[src/rtl/mem_arbiter.sv]
// mem_arbiter: grants the shared pipelined memory port to the I-cache fill path,
// the D-cache fill path or the D-cache write-through path, one at a time.
// Fills issue BLOCK_WORDS sequential reads and steer the returned words into the
// granted cache; write-through issues one write and waits out the memory latency.
module mem_arbiter #(
    parameter int ADDR_W      = 16,
    parameter int MEM_LAT     = 4,
    parameter int BLOCK_WORDS = 8
) (
    input  logic                           clk,
    input  logic                           rst,
    input  logic                           i_req,
    input  logic [ADDR_W-1:0]              i_addr,
    input  logic                           d_req,
    input  logic                           d_wr,
    input  logic [ADDR_W-1:0]              d_addr,
    input  logic [15:0]                    d_wdata,
    output logic                           mem_en,
    output logic                           mem_wr,
    output logic [ADDR_W-1:0]              mem_addr,
    output logic [15:0]                    mem_wdata,
    input  logic [15:0]                    mem_rdata,
    input  logic                           mem_valid,
    output logic [15:0]                    fill_data,
    output logic [$clog2(BLOCK_WORDS)-1:0] fill_word,
    output logic                           i_fill_we,
    output logic                           d_fill_we,
    output logic                           i_done,
    output logic                           d_done,
    output logic                           busy
);

    localparam int WORD_W = $clog2(BLOCK_WORDS);
    localparam int CNT_W  = WORD_W + 1;
    localparam int LAT_W  = $clog2(MEM_LAT);

    // Clears the word and byte offset bits so a fill starts at the block boundary.
    localparam logic [ADDR_W-1:0] BLOCK_MASK = ~ADDR_W'(2 * BLOCK_WORDS - 1);
    localparam logic [CNT_W-1:0]  ISSUE_END  = CNT_W'(BLOCK_WORDS);
    localparam logic [WORD_W-1:0] LAST_WORD  = WORD_W'(BLOCK_WORDS - 1);
    localparam logic [LAT_W-1:0]  LAST_WAIT  = LAT_W'(MEM_LAT - 1);

    typedef enum logic [1:0] {
        ST_IDLE   = 2'd0,
        ST_I_FILL = 2'd1,
        ST_D_FILL = 2'd2,
        ST_WRITE  = 2'd3
    } state_t;

    state_t              state_q,     state_d;
    logic [CNT_W-1:0]    ic_q,        ic_d;        // reads issued so far
    logic [WORD_W-1:0]   rc_q,        rc_d;        // words received so far
    logic [LAT_W-1:0]    wc_q,        wc_d;        // write latency wait counter
    logic                last_fill_q, last_fill_d; // 1'b0 = I filled last, 1'b1 = D
    logic [ADDR_W-1:0]   addr_q,      addr_d;      // block base or write address
    logic [15:0]         wdata_q,     wdata_d;     // latched write-through data

    assign fill_data = mem_rdata;
    assign busy      = (state_q != ST_IDLE);

    // State and datapath registers with synchronous reset.
    always_ff @(posedge clk) begin
        if (rst) begin
            state_q     <= ST_IDLE;
            ic_q        <= '0;
            rc_q        <= '0;
            wc_q        <= '0;
            last_fill_q <= 1'b0;
            addr_q      <= '0;
            wdata_q     <= 16'h0000;
        end else begin
            state_q     <= state_d;
            ic_q        <= ic_d;
            rc_q        <= rc_d;
            wc_q        <= wc_d;
            last_fill_q <= last_fill_d;
            addr_q      <= addr_d;
            wdata_q     <= wdata_d;
        end
    end

    // Arbitration, next-state and memory/fill output decode.
    always_comb begin
        state_d     = state_q;
        ic_d        = ic_q;
        rc_d        = rc_q;
        wc_d        = wc_q;
        last_fill_d = last_fill_q;
        addr_d      = addr_q;
        wdata_d     = wdata_q;
        mem_en      = 1'b0;
        mem_wr      = 1'b0;
        mem_addr    = '0;
        mem_wdata   = 16'h0000;
        fill_word   = '0;
        i_fill_we   = 1'b0;
        d_fill_we   = 1'b0;
        i_done      = 1'b0;
        d_done      = 1'b0;

        case (state_q)
            ST_IDLE: begin
                ic_d = '0;
                rc_d = '0;
                wc_d = '0;
                if (d_wr) begin
                    state_d = ST_WRITE;
                    addr_d  = d_addr;
                    wdata_d = d_wdata;
                end else if (d_req && (!i_req || (last_fill_q == 1'b0))) begin
                    // D wins when alone or when I had the previous fill.
                    state_d = ST_D_FILL;
                    addr_d  = d_addr & BLOCK_MASK;
                end else if (i_req) begin
                    state_d = ST_I_FILL;
                    addr_d  = i_addr & BLOCK_MASK;
                end else begin
                    state_d = ST_IDLE;
                end
            end

            ST_I_FILL, ST_D_FILL: begin
                if (ic_q < ISSUE_END) begin
                    mem_en   = 1'b1;
                    mem_addr = addr_q + ADDR_W'({ic_q, 1'b0});
                    ic_d     = ic_q + CNT_W'(1);
                end else begin
                    ic_d = ic_q;
                end
                if (mem_valid) begin
                    if (state_q == ST_D_FILL) begin
                        d_fill_we = 1'b1;
                    end else begin
                        i_fill_we = 1'b1;
                    end
                    fill_word = rc_q;
                    rc_d      = rc_q + WORD_W'(1);
                    if (rc_q == LAST_WORD) begin
                        if (state_q == ST_D_FILL) begin
                            d_done = 1'b1;
                        end else begin
                            i_done = 1'b1;
                        end
                        state_d     = ST_IDLE;
                        last_fill_d = (state_q == ST_D_FILL);
                    end else begin
                        state_d = state_q;
                    end
                end else begin
                    rc_d = rc_q;
                end
            end

            ST_WRITE: begin
                if (wc_q == '0) begin
                    mem_en    = 1'b1;
                    mem_wr    = 1'b1;
                    mem_addr  = addr_q;
                    mem_wdata = wdata_q;
                end else begin
                    mem_en = 1'b0;
                end
                wc_d = wc_q + LAT_W'(1);
                if (wc_q == LAST_WAIT) begin
                    d_done  = 1'b1;
                    state_d = ST_IDLE;
                end else begin
                    state_d = ST_WRITE;
                end
            end

            default: begin
                state_d = ST_IDLE;
            end
        endcase
    end

endmodule

[config.mk]
export PLATFORM = sky130hd
export DESIGN_NAME = mem_arbiter
export DESIGN_NICKNAME = d
export VERILOG_FILES = /design/src/rtl/mem_arbiter.sv
export SDC_FILE = /design/constraint.sdc
export NUM_CORES = 1
export LEC_CHECK = 0
export ABC_AREA = 1
export BUFFER_PORTS_ARGS = -buffer_cell sky130_fd_sc_hd__buf_2
export CAP_MARGIN = 20
export CORE_AREA = 4 4 84 86
export CTS_CLUSTER_SIZE = 10
export DETAILED_ROUTE_END_ITERATION = 10
export DIE_AREA = 0 0 88 90
export HOLD_SLACK_MARGIN = 0.15
export PLACE_DENSITY_LB_ADDON = 0.12
export SLEW_MARGIN = 10
export SYNTH_ARGS = -nofsm -noshare
export SYNTH_HDL_FRONTEND = slang
export SYNTH_SLANG_ARGS = --single-unit
export TNS_END_PERCENT = 20
[constraint.sdc]
create_clock -name clk -period 2 [get_ports clk]
set_input_delay 0.2 -clock clk [delete_from_list [all_inputs] [get_ports clk]]
set_output_delay 0.2 -clock clk [all_outputs]
set_load 0.01 [all_outputs]
Yosys cells after proc, flatten, opt, wreduce, memory -nomap -nowiden
Cells that the tools add are included.
{"block": "totals", "reg_bits": 44, "in_bits": 70, "output_inout_bits": 58, "wordCells": 76}
{"block": "op_classes", "n_addsub": 4, "order_cmp": 1, "n_eq_ne": 8, "muxes": 39, "bitwise": 1, "reduce_logical": 16}
{"cell": "2-to-1 mux 16 bit", "n": 7}
{"cell": "case mux 16 bit (2 select lines)", "n": 1}
{"cell": "adder 16 x 5 -> 16 bit", "n": 1}
{"cell": "2-to-1 mux 1 bit", "n": 16}
{"cell": "2-to-1 mux 2 bit", "n": 5}
{"cell": "AND reduction 2 bit", "n": 5}
{"cell": "2-to-1 mux 3 bit", "n": 3}
{"cell": "case mux 4 bit (2 select lines)", "n": 1}
{"cell": "== test 2 bit, second input constant", "n": 3}
{"cell": "inequality test 2 bit, second input constant", "n": 3}
{"cell": "case mux 2 bit (3 select lines)", "n": 1}
{"cell": "case mux 3 bit (2 select lines)", "n": 1}
{"cell": "nonzero test 2 bit", "n": 3}
{"cell": "adder 4 x 1 -> 4 bit, second input constant", "n": 1}
{"cell": "zero test 2 bit", "n": 2}
{"cell": "< comparator 4 bit, second input constant", "n": 1}
{"cell": "2-to-1 mux 4 bit", "n": 1}
{"cell": "case mux 1 bit (2 select lines)", "n": 2}
{"cell": "case mux 2 bit (2 select lines)", "n": 1}
{"cell": "adder 3 x 1 -> 3 bit, second input constant", "n": 1}
{"cell": "== test 3 bit, second input constant", "n": 1}
{"cell": "AND reduction 3 bit", "n": 1}
{"cell": "nonzero test 3 bit", "n": 1}
{"cell": "adder 2 x 1 -> 2 bit, second input constant", "n": 1}
{"cell": "other kinds (6)", "n": 6}

Logic depth before layout (Yosys ltp)
{"block": "logic_depth", "ltp_word": 6, "ltp_mapped": 9, "mapped_depth_nobuf": 9}

Worst setup path before layout
Ideal clock, no wire load.
{"block": "synth_path", "path_kind": "register to output", "start": "register ic_q[0]", "end": "output port mem_addr[13]", "arrival_ps": 1635, "required_ps": 1800, "slack_ps": 165, "stages_incl_launch_ff": 10, "n_path_buf": 0, "path_cell_list": "dfxtp_1 > ha_1 > fa_1 > nand3_1 > nand3_1 > nand3_1 > nor2_1 > nor2_1 > nand2_1 > a21oi_1"}
{"block": "synth_via", "elab_chain_len": 3, "elab_cells_between_ends": 4, "cone_classes": "1 x add/sub; 1 x order compare; 2 x mux"}
{"item": "start, declared", "line": "51", "text": "logic [CNT_W-1:0] ic_q, ic_d;"}
{"item": "start signal, assigned", "line": "73", "text": "ic_q <= ic_d;"}
{"item": "adder 16 x 5 -> 16 bit or < comparator 4 bit (tied branches)", "line": "125, 123"}
{"item": "2-to-1 mux 16 bit (*)", "line": "123", "text": "if (ic_q < ISSUE_END) begin"}
{"item": "case mux 16 bit (2 select lines) (*)", "line": "101", "text": "case (state_q)"}
{"item": "end, declared", "line": "20", "text": "output logic [ADDR_W-1:0] mem_addr,"}
Mark *: on every way between the ends. The rest lies on a longest branch, timed or not.

Final worst setup path
{"block": "layout_path", "start": "register addr_q[1]", "end": "output port mem_addr[5]"}
{"block": "layout_via", "elab_chain_len": 3}
{"item": "start, declared", "line": "55", "text": "logic [ADDR_W-1:0] addr_q, addr_d;"}
{"item": "start signal, assigned", "line": "77", "text": "addr_q <= addr_d;"}
{"item": "adder 16 x 5 -> 16 bit", "line": "125", "text": "mem_addr = addr_q + ADDR_W'({ic_q, 1'b0});"}
{"item": "2-to-1 mux 16 bit", "line": "123"}
{"item": "case mux 16 bit (2 select lines)", "line": "101"}
No other way between the ends.

==> results.json <==
{
  "synth_area_leaders": "dfxtp_1 (32%), nand2_1 (14%), a21oi_1 (9.5%)",
  "maxCapViolations": 0,
  "fill_cells": 651,
  "grt_usage": 0.195,
  "coreArea_um2": 6280,
  "critPathCapture": "mem_addr[5]",
  "p_seq_frac": 0.321,
  "placed_cells": 593,
  "std_cell_rows": 29,
  "yosysTopAreaCell": "dfxtp_1",
  "antenna_cells": 0,
  "cts_root_buffer": "clkbuf_8",
  "tightest_slew_ps": 522,
  "grt-ovfl-total": 0,
  "crit_required_ps": 1800,
  "yosys.area.top_type_share": 0.316,
  "gp_congestion": 0.901,
  "tritoncts": "yes",
  "max_freq_ghz": 0.469,
  "syn_area_per_cell_um2": 6.30,
  "worst_setup_path_end_kind": "output pin",
  "ios": 128,
  "pwr-share-clk": 0.135,
  "drc": 0,
  "ir_worst_vdd_uv": 630,
  "clock_path_buffers": 2,
  "hpwl_um": 5710,
  "ys_seq_area_frac": 0.316,
  "synthCells": 443,
  "initial_core_util": 0.445,
  "syn_area_um2": 2790,
  "final_cells": 610,
  "grt_start_max_net_pins": 33,
  "async_flop_share": 0,
  "skew_ps": 7.48,
  "setup_viol": 7,
  "hold_viol_final": 0,
  "status": "finished, violations left",
  "rsz0062_at_grt": "yes",
  "final_area_um2": 3630,
  "cts_max_level": 2,
  "routed_wl_um": 7810,
  "path_clk_slew_ps": 90,
  "cp.arrival_ps": 1930,
  "setup_slack_ps": -130,
  "path_class": "register to output pin",
  "clock-sinks": 44,
  "final_cell_mix": "nand2_1 (95), buf_2 (91), nor2_1 (53), inv_1 (50), a21oi_1 (47)",
  "dpl_cell_area_um2": 3260,
  "post-route-util": 0.578,
  "wire_per_inst_um": 12.8,
  "period_minus_slack_ps": 2130,
  "min_period_over_period": 1.07,
  "slew_viol_final": 0,
  "ys.flop_type": "dfxtp_1",
  "grt_pass1_wl_um": 12800,
  "yosys_register_bits": 44,
  "synth_edf_count": 0,
  "switching_share": 0.465,
  "internal_power_mw": 2.29,
  "drive_above_1_share": 0.311,
  "viasPerCell": 5.03,
  "drt_pass1_iterations": 4,
  "cellLeakagePower_nw": 1.75,
  "antenna_left": 0,
  "numCtsBuffers": 5,
  "p_comb_frac": 0.544,
  "io_buffers": 91,
  "p_per_area_nw_per_um2": 1180,
  "synth.distinct_cells": 25,
  "yosysWarnings": 0,
  "reg2reg_to": "addr_q[8]",
  "vias": 3069,
  "rrSetupSlack_ps": 380,
  "syn-num-nets": 526,
  "dieArea_um2": 7920,
  "drt_iter0_drc": 112,
  "antenna_found_initial": 0,
  "insertion_delay_ps": 300,
  "die_h_um": 90,
  "cp_max_fo": 3,
  "hold_path.class": "input port to register",
  "die_w_um": 88,
  "grt_pass1_vias": 2808,
  "start_kind": "register",
  "area_delta_synth_final_pct": 30.0,
  "reg2regPathDepth": 7,
  "relSlewSlack": 0.651,
  "fin_nets": 615,
  "layout_commonest_cell": "nand2_1",
  "p_sw_mw": 1.99,
  "crit_start": "addr_q[1]",
  "r2r-start": "last_fill_q",
  "violations": "negative setup slack"
}
what timing repair did:
action                                 CTS  global route
pin swaps                                5             6
setup buffers                            4             3
setup endpoints to repair               16            23
hold buffers                             1             1
resized for setup                       28            29
endpoints found under the hold margin    1             1
critical path, stage by stage (launching register included):
cell and delay [ps]:
dfxtp_2 350, ha_4 160, fa_2 390, nand3_2 110, nand3_4 80, buf_4 150, nand2_1 50, nand3_1 60
a21oi_1 150, buf_2 140
how the worst min path moves through the flow:
stage | start | endpoint | cells past startpoint
after floorplan | rst | rc_q[0] | 1
after global routing | d_addr[0] | addr_q[0] | 3
final | d_addr[3] | addr_q[3] | 3
after global placement | mem_rdata[14] | fill_data[14] | 0
after detailed placement | mem_rdata[14] | fill_data[14] | 0
after CTS | d_addr[0] | addr_q[0] | 3
layer usage:
layer,up-vias,share of wire,global-route usage
met4,0,0.012,0.0524
li1,1593,-,-
met3,12,0.081,0.0567
met1,1375,0.45,0.252
met2,89,0.46,0.314
met5,-,0,0
Yosys cell counts (2+ instances only):
cell / number
inv_1: 53
ha_1: 12
a21oi_1: 53
clkbuf_1: 9
o21ai_0: 36
nor2_1: 57
buf_2: 4
nand2_1: 101
buf_1: 2
a211oi_1: 4
nand4_1: 3
o21ai_1: 2
buf_4: 18
nand3_1: 35
dfxtp_1: 44
logic make-up after synthesis:
| family | count (synthesis) | synth area share |
|---|---|---|
| buf+inv | 87 | 0.143 |
| fa+ha+maj | 13 | 0.0610 |
| flops | 44 | 0.316 |
| compound gates | 101 | 0.194 |
| simple gates | 198 | 0.287 |
area by class of cell:
class	count	area, um^2	share of cell area
repair buffers	115	644	0.178
inverters	54	208	0.0572
flip-flops and latches	44	901	0.248
well taps	77	96.3	0.0266
clock buffers	6	82.6	0.0228
clock inverters	2	10.0	0.00276
multi-input cells	312	1690	0.465
power groups by stage:
stage / Clock (mW) / Combinational (mW) / Sequential, mW
after floorplan: 0 / 1.44 / 1.29
after global placement: 0 / 2.06 / 1.34
after detailed placement: 0 / 2.10 / 1.34
after CTS: 0.590 / 2.18 / 1.35
after global routing: 0.629 / 2.63 / 1.40
final: 0.579 / 2.33 / 1.37
sequential cells by signal (all words and copies together) (netlist names):
register     count
state_q          2
rc_q             3
addr_q          16
wc_q             2
last_fill_q      1
ic_q             4
wdata_q         16
metrics by stage:
step	setup slack, ps	TNS [ps]	power, mW	hold slack (ps)
3_5_place_dp	45.7	0	3.44	400
4_1_cts	-90.7	-205	4.11	150
5_1_grt	-234	-1500	4.66	172
3_3_place_gp	60.6	0	3.39	400
2_1_floorplan	165	0	2.73	278
6_report	-130	-354	4.28	149
Power figures use the tool's default switching activity.
